**src/rtl/exe_cmd_issuer.sv**
```systemverilog
`default_nettype none
// ============================================================================
// Module   : exe_cmd_issuer
// Brief    : Buffers command packets, issues them to the execution unit under
//            response-FIFO credit, and returns tagged results in issue order.
// Revision : 1.0
// ============================================================================
module exe_cmd_issuer #(
  parameter int WIDTH     = 32,
  parameter int OPER_W    = 4,
  parameter int CMD_DEPTH = 4,
  parameter int RSP_DEPTH = 4,
  parameter int EXE_LAT   = 1,
  parameter int TAG_W     = 4
) (
  input  logic              i_clk,
  input  logic              i_rsn,
  input  logic              i_cmd_valid,
  output logic              o_cmd_ready,
  input  logic [OPER_W-1:0] i_cmd_oper,
  input  logic [WIDTH-1:0]  i_cmd_argA,
  input  logic [WIDTH-1:0]  i_cmd_argB,
  output logic              o_exe_valid,
  output logic [OPER_W-1:0] o_exe_oper,
  output logic [WIDTH-1:0]  o_exe_argA,
  output logic [WIDTH-1:0]  o_exe_argB,
  input  logic [WIDTH-1:0]  i_exe_result,
  input  logic [3:0]        i_exe_status,
  input  logic              i_exe_error,
  input  logic              i_exe_carry,
  output logic              o_rsp_valid,
  input  logic              i_rsp_ready,
  output logic [WIDTH-1:0]  o_rsp_result,
  output logic [3:0]        o_rsp_status,
  output logic              o_rsp_error,
  output logic              o_rsp_carry,
  output logic [TAG_W-1:0]  o_rsp_tag,
  output logic              o_busy
);

  localparam int c_cmd_aw = $clog2(CMD_DEPTH);
  localparam int c_cmd_cw = c_cmd_aw + 1;
  localparam int c_rsp_aw = $clog2(RSP_DEPTH);
  localparam int c_rsp_cw = c_rsp_aw + 1;
  localparam int c_inf_w  = $clog2(EXE_LAT + 2) + 1;
  localparam int c_sum_w  = c_rsp_cw + c_inf_w;

  // Command FIFO
  logic [OPER_W-1:0]   r_cmd_oper [CMD_DEPTH];
  logic [WIDTH-1:0]    r_cmd_arga [CMD_DEPTH];
  logic [WIDTH-1:0]    r_cmd_argb [CMD_DEPTH];
  logic [c_cmd_aw-1:0] r_cmd_wptr;
  logic [c_cmd_aw-1:0] r_cmd_rptr;
  logic [c_cmd_cw-1:0] r_cmd_count;

  // Issue register and tag pipe
  logic                r_exe_valid;
  logic [OPER_W-1:0]   r_exe_oper;
  logic [WIDTH-1:0]    r_exe_arga;
  logic [WIDTH-1:0]    r_exe_argb;
  logic [TAG_W-1:0]    r_exe_tag;
  logic [TAG_W-1:0]    r_tag;
  logic [EXE_LAT-1:0]  r_pipe_valid;
  logic [TAG_W-1:0]    r_pipe_tag [EXE_LAT];

  // Response FIFO
  logic [WIDTH-1:0]    r_rsp_result [RSP_DEPTH];
  logic [3:0]          r_rsp_status [RSP_DEPTH];
  logic                r_rsp_error  [RSP_DEPTH];
  logic                r_rsp_carry  [RSP_DEPTH];
  logic [TAG_W-1:0]    r_rsp_tag    [RSP_DEPTH];
  logic [c_rsp_aw-1:0] r_rsp_wptr;
  logic [c_rsp_aw-1:0] r_rsp_rptr;
  logic [c_rsp_cw-1:0] r_rsp_count;

  logic                w_cmd_full;
  logic                w_cmd_push;
  logic                w_issue;
  logic                w_rsp_push;
  logic                w_rsp_pop;
  logic [c_inf_w-1:0]  w_inflight;
  logic [c_sum_w-1:0]  w_credit_used;

  assign w_cmd_full = (r_cmd_count == c_cmd_cw'(CMD_DEPTH));
  assign w_cmd_push = i_cmd_valid & ~w_cmd_full;
  assign w_rsp_push = r_pipe_valid[EXE_LAT-1];
  assign w_rsp_pop  = (r_rsp_count != '0) & i_rsp_ready;

  always_comb begin
    w_inflight = c_inf_w'(r_exe_valid);
    for (int i = 0; i < EXE_LAT; i++) begin
      w_inflight = w_inflight + c_inf_w'(r_pipe_valid[i]);
    end
  end

  // A slot freed by this cycle's response pop may be reused by this cycle's issue.
  assign w_credit_used = c_sum_w'(r_rsp_count) - c_sum_w'(w_rsp_pop) + c_sum_w'(w_inflight);
  assign w_issue       = (r_cmd_count != '0) & (w_credit_used < c_sum_w'(RSP_DEPTH));

  always_ff @(posedge i_clk or negedge i_rsn) begin
    if (!i_rsn) begin
      for (int i = 0; i < CMD_DEPTH; i++) begin
        r_cmd_oper[i] <= '0;
        r_cmd_arga[i] <= '0;
        r_cmd_argb[i] <= '0;
      end
      r_cmd_wptr   <= '0;
      r_cmd_rptr   <= '0;
      r_cmd_count  <= '0;
      r_exe_valid  <= 1'b0;
      r_exe_oper   <= '0;
      r_exe_arga   <= '0;
      r_exe_argb   <= '0;
      r_exe_tag    <= '0;
      r_tag        <= '0;
      r_pipe_valid <= '0;
      for (int i = 0; i < EXE_LAT; i++) begin
        r_pipe_tag[i] <= '0;
      end
      for (int i = 0; i < RSP_DEPTH; i++) begin
        r_rsp_result[i] <= '0;
        r_rsp_status[i] <= '0;
        r_rsp_error[i]  <= 1'b0;
        r_rsp_carry[i]  <= 1'b0;
        r_rsp_tag[i]    <= '0;
      end
      r_rsp_wptr   <= '0;
      r_rsp_rptr   <= '0;
      r_rsp_count  <= '0;
    end else begin
      if (w_cmd_push) begin
        r_cmd_oper[r_cmd_wptr] <= i_cmd_oper;
        r_cmd_arga[r_cmd_wptr] <= i_cmd_argA;
        r_cmd_argb[r_cmd_wptr] <= i_cmd_argB;
        r_cmd_wptr             <= r_cmd_wptr + c_cmd_aw'(1);
      end

      r_exe_valid <= w_issue;
      if (w_issue) begin
        r_exe_oper <= r_cmd_oper[r_cmd_rptr];
        r_exe_arga <= r_cmd_arga[r_cmd_rptr];
        r_exe_argb <= r_cmd_argb[r_cmd_rptr];
        r_exe_tag  <= r_tag;
        r_tag      <= r_tag + TAG_W'(1);
        r_cmd_rptr <= r_cmd_rptr + c_cmd_aw'(1);
      end

      case ({w_cmd_push, w_issue})
        2'b10:   r_cmd_count <= r_cmd_count + c_cmd_cw'(1);
        2'b01:   r_cmd_count <= r_cmd_count - c_cmd_cw'(1);
        default: r_cmd_count <= r_cmd_count;
      endcase

      r_pipe_valid[0] <= r_exe_valid;
      r_pipe_tag[0]   <= r_exe_tag;
      for (int i = 1; i < EXE_LAT; i++) begin
        r_pipe_valid[i] <= r_pipe_valid[i-1];
        r_pipe_tag[i]   <= r_pipe_tag[i-1];
      end

      // Execution-unit outputs are only meaningful when the last pipe stage is valid.
      if (w_rsp_push) begin
        r_rsp_result[r_rsp_wptr] <= i_exe_result;
        r_rsp_status[r_rsp_wptr] <= i_exe_status;
        r_rsp_error[r_rsp_wptr]  <= i_exe_error;
        r_rsp_carry[r_rsp_wptr]  <= i_exe_carry;
        r_rsp_tag[r_rsp_wptr]    <= r_pipe_tag[EXE_LAT-1];
        r_rsp_wptr               <= r_rsp_wptr + c_rsp_aw'(1);
      end
      if (w_rsp_pop) begin
        r_rsp_rptr <= r_rsp_rptr + c_rsp_aw'(1);
      end

      case ({w_rsp_push, w_rsp_pop})
        2'b10:   r_rsp_count <= r_rsp_count + c_rsp_cw'(1);
        2'b01:   r_rsp_count <= r_rsp_count - c_rsp_cw'(1);
        default: r_rsp_count <= r_rsp_count;
      endcase
    end
  end

  assign o_cmd_ready  = ~w_cmd_full;
  assign o_exe_valid  = r_exe_valid;
  assign o_exe_oper   = r_exe_oper;
  assign o_exe_argA   = r_exe_arga;
  assign o_exe_argB   = r_exe_argb;
  assign o_rsp_valid  = (r_rsp_count != '0);
  assign o_rsp_result = r_rsp_result[r_rsp_rptr];
  assign o_rsp_status = r_rsp_status[r_rsp_rptr];
  assign o_rsp_error  = r_rsp_error[r_rsp_rptr];
  assign o_rsp_carry  = r_rsp_carry[r_rsp_rptr];
  assign o_rsp_tag    = r_rsp_tag[r_rsp_rptr];
  assign o_busy       = (r_cmd_count != '0) | (w_inflight != '0) | (r_rsp_count != '0);

endmodule
`default_nettype wire

```
**config.mk**
```make
export PLATFORM = sky130hd
export DESIGN_NAME = exe_cmd_issuer
export DESIGN_NICKNAME = d
export VERILOG_FILES = /design/src/rtl/exe_cmd_issuer.sv
export SDC_FILE = /design/constraint.sdc
export NUM_CORES = 1
export LEC_CHECK = 0
export ABC_AREA = 1
export BUFFER_PORTS_ARGS = -buffer_cell sky130_fd_sc_hd__buf_4
export CORE_MARGIN = 2
export CORE_UTILIZATION = 25
export CTS_BUF_LIST = sky130_fd_sc_hd__clkbuf_4
export DETAILED_ROUTE_END_ITERATION = 10
export PLACE_DENSITY = 0.36
export REMOVE_ABC_BUFFERS = 1
export SLEW_MARGIN = 20
export SYNTH_ARGS = -nofsm -noshare
export SYNTH_HDL_FRONTEND = slang
export SYNTH_SLANG_ARGS = --single-unit
```
**constraint.sdc**
```tcl
create_clock -name i_clk -period 7.7 [get_ports i_clk]
set_clock_uncertainty 0.05 [all_clocks]
set_input_delay 0 -clock i_clk [delete_from_list [all_inputs] [get_ports i_clk]]
set_output_delay 0 -clock i_clk [all_outputs]
set_load 0.02 [all_outputs]
```
==> results.md <==
- Run status: complete, no violations
- Met3 Usage GRT: 4.70%
- Post-DP HPWL: 42900 um
- Die H: 315 um
- Total global routing overflow: 0
- Final worst-path cycle share: 59.0%
- Crit-path max FO: 79
- P_leak: 0.0153 uW
- First-pass GRT wire length: 125000 um
- Total number of H-tree levels: 4
- P per Cell Area: 470 nW/um^2
- Layout cells sized above 1: 15.0%
- Post-layout min period: 4.54 ns
- Setup bufs post-CTS: 0
- Area share of the largest cell type after synthesis: 55.3%
- Worst-Skew Late Latency: 1.04 ns
- DR WL/cell: 16.7 um
- Worst-margin pin slew: 1.14 ns
- Die X: 315 um
- GRT Max-Usage Layer: met2
- # setup viols final: 0
- CTS tree: built
- Reg2reg path depth: 20
- Synth area leaders: dfrtp_1 (55%), nand2_1 (15%), o21ai_0 (7.5%), inv_1 (5.3%), o21ai_1 (3.5%)
- Main synth FF type: dfrtp_1
- CP Data Required Time: 8.51 ns
- Fmax: 0.220 GHz
- Relative slew slack: 23.9%
- Num CTS Buffers: 169
- # DRC: 0
- Die ar.: 99500 um^2
- Placement Rows: 114
- GP Congestion: 0.733
- Clock transition at path regs: 0.06 ns
- Fin. Hold Viols: 0
- Initial antenna violation count: 15
- Fin worst setup slack: 3.16 ns
- Syn-to-layout area delta: 28.6%
- Largest net degree at the start of global routing: 166
- Via count: 21219
- PortBufs: 223
- Setup Crit Path Kind: register to register
- Total GRT Usage: 16.3%
- Clock Sinks: 536
- Synth unique cells: 26
- Routed Antenna Nets: 0
- Clock root buffer: clkbuf_4
- Unrepaired setup endpoints after global routing: no
- Yosys reg bits: 536
- Core box area: 96400 um^2
- Max cap viols: 0
- Total Wirelength: 79800 um
- CP Capture Type: register
- Mapped Area: 24200 um^2
- DR vias/cell: 4.43
- Met1 GRT Util: 20.9%
- Setup crit start kind: register
- Yosys top cell by area: dfrtp_1
- # IOs: 224
- Setup_tns: 0 ns
- Gate Count Post-Synth: 2949
- M2 GR Usage: 25.9%
- Effective utilization at floorplan: 25.1%
- DRT iter0 DRCs: 1259
- Worst min path class: input pin to asynchronous set/reset pin
- Dpl ws: 2.60 ns
- Fillers: 10392
- Post-synth EDFFs: 0
- Avg Inst Size Synth: 8.22 um^2
- Max IR drop VDD: 0.399 mV
- Sequential-to-total area share from yosys stat: 55.3%
- Share of flip-flops with an asynchronous set or reset: 100%
- Pre-antenna DRT Iters: 5
- Vias in the first global route: 21854
- Bufs on Longest Clock Path: 3
- Yosys Warn Count: 0
- Nets: 3531
- Critical path arrival: 5.35 ns
- Slew Viols, Final: 0
## flip-flops by register name, summed over array words and instances, names as in the netlist, 3 cells and up
signal	cells
r_rsp_carry	4
r_cmd_oper	16
r_rsp_error	4
r_rsp_tag	16
o_exe_argA	32
r_cmd_arga	128
r_rsp_result	128
o_exe_argB	32
r_rsp_count	3
r_rsp_status	16
r_tag	4
r_cmd_count	3
o_exe_oper	4
r_pipe_tag	4
r_exe_tag	4
r_cmd_argb	128
## metal layers
metal	wire (um)	vias up
met4	2250	14
met3	5040	167
met1	36200	10133
li1	-	10367
met2	36300	538
met5	100	-
## stage by stage
stage / power (uW) / area (um^2) / hold slack, ns / cells / utilization, %
6_report: 14600 / 31200 / 0.177 / 4790 / 32.3
5_1_grt: 16100 / 31200 / 0.146 / 4789 / 32.3
2_1_floorplan: 9140 / 23200 / -0.346 / 2753 / -
3_3_place_gp: 11700 / 26800 / 0.0153 / 4276 / 27.7
4_1_cts: 15000 / 31100 / 0.0173 / 4779 / 32.3
3_5_place_dp: 11900 / 26800 / 0.0217 / 4277 / 27.8
## placed cells by master, fill, tap and decap left out, types with 3 or more instances in the layout
master	netlist	final
dlygate4sd3_1	0	229
clkinv_4	0	4
clkinv_1	0	19
clkinv_2	0	3
nand3_1	139	139
nand2_1	953	949
o22ai_1	42	42
nand2_2	2	4
inv_1	342	339
o21ai_0	361	361
nand3_4	2	3
dfrtp_1	536	533
xor2_1	7	7
nor2_8	4	4
bufinv_16	0	3
clkbuf_4	0	236
buf_12	0	4
o21ai_1	168	168
diode_2	0	10
nand4_1	79	79
buf_4	4	242
ha_1	16	16
inv_2	3	8
a21oi_1	3	3
nor2_1	89	89
## worst max-delay path, cell delays in order (launching register included)
cell and delay (ns):
dfrtp_1 0.39, nor2_1 0.18, nand2_1 0.12, nand2_1 0.10, inv_1 0.07, ha_1 0.21, ha_1 0.28, inv_1 0.04
ha_1 0.26, nand3_1 0.07, nand2_1 0.12, inv_1 0.11, nand2_8 0.47, nand3_4 0.60, inv_1 0.22, ha_1 0.17
inv_1 0.07, fa_1 0.40, a21oi_1 0.18, o21ai_0 0.12, xor2_1 0.16
## synth_stat cells, types with 3 or more instances
library cell  number
o22ai_1           42
nand3_1          139
ha_1              16
inv_1            342
clkbuf_1          69
buf_1             13
o21ai_1          168
dfrtp_1          536
o21ai_0          361
buf_6             22
buf_4              4
nand2_1          953
nor2_1            89
a21oi_1            3
xor2_1             7
inv_2              3
nor2_8             4
nand4_1           79
buf_2             88
## report_power, final
group	total [uW]	internal, uW	switching, uW
sequential	4930	4250	680
clock	2810	1500	1320
combinational	6900	2320	4580
total	14600	8070	6580
## final timing paths
| check | from | end | slack (ns) |
|---|---|---|---|
| worst max-delay path | r_rsp_count[1] | r_cmd_count[2] | 3.16 |
| worst min-delay path | i_rsn | r_rsp_result[17] | 0.18 |
| worst max register to register | r_rsp_count[1] | r_cmd_count[2] | 3.16 |
| worst min register to register | r_exe_tag[2] | r_pipe_tag[2] | 0.33 |
| max in group asynchronous | i_rsn | r_rsp_rptr[0] | 6.44 |
| min in group i_clk | i_cmd_argB[1] | r_cmd_argb[97] | 0.30 |
## repair_timing
item | in CTS | in global routing
resized for setup | 0 | 0
endpoints found under the hold margin | 970 | 0
setup endpoints to repair | 0 | 0
hold buffers | 230 | 0
## cell type report
cell class / count / area, um^2 / area share [%]
diodes: 10 / 25.0 / 0.0802
clock buffers: 236 / 1770 / 5.68
clock inverters: 36 / 255 / 0.818
inverters: 345 / 1300 / 4.16
multi-input cells: 1872 / 8550 / 27.4
flip-flops and latches: 536 / 13400 / 43.0
well taps: 1276 / 1600 / 5.12
repair buffers: 479 / 4270 / 13.7
## logic make-up (layout without fill, tap and decap cells)
| group | Yosys count | after routing | synth area share, % |
|---|---|---|---|
| buf+inv | 541 | 1096 | 9.57 |
| xor+xnor | 9 | 9 | 0.325 |
| simple gates | 1271 | 1271 | 21.7 |
| other cells | 0 | 10 | 0 |
| flops | 536 | 536 | 55.3 |
| compound gates | 574 | 574 | 12.1 |
| fa+ha+maj | 18 | 18 | 0.991 |
(Power assumes the default switching activity.)
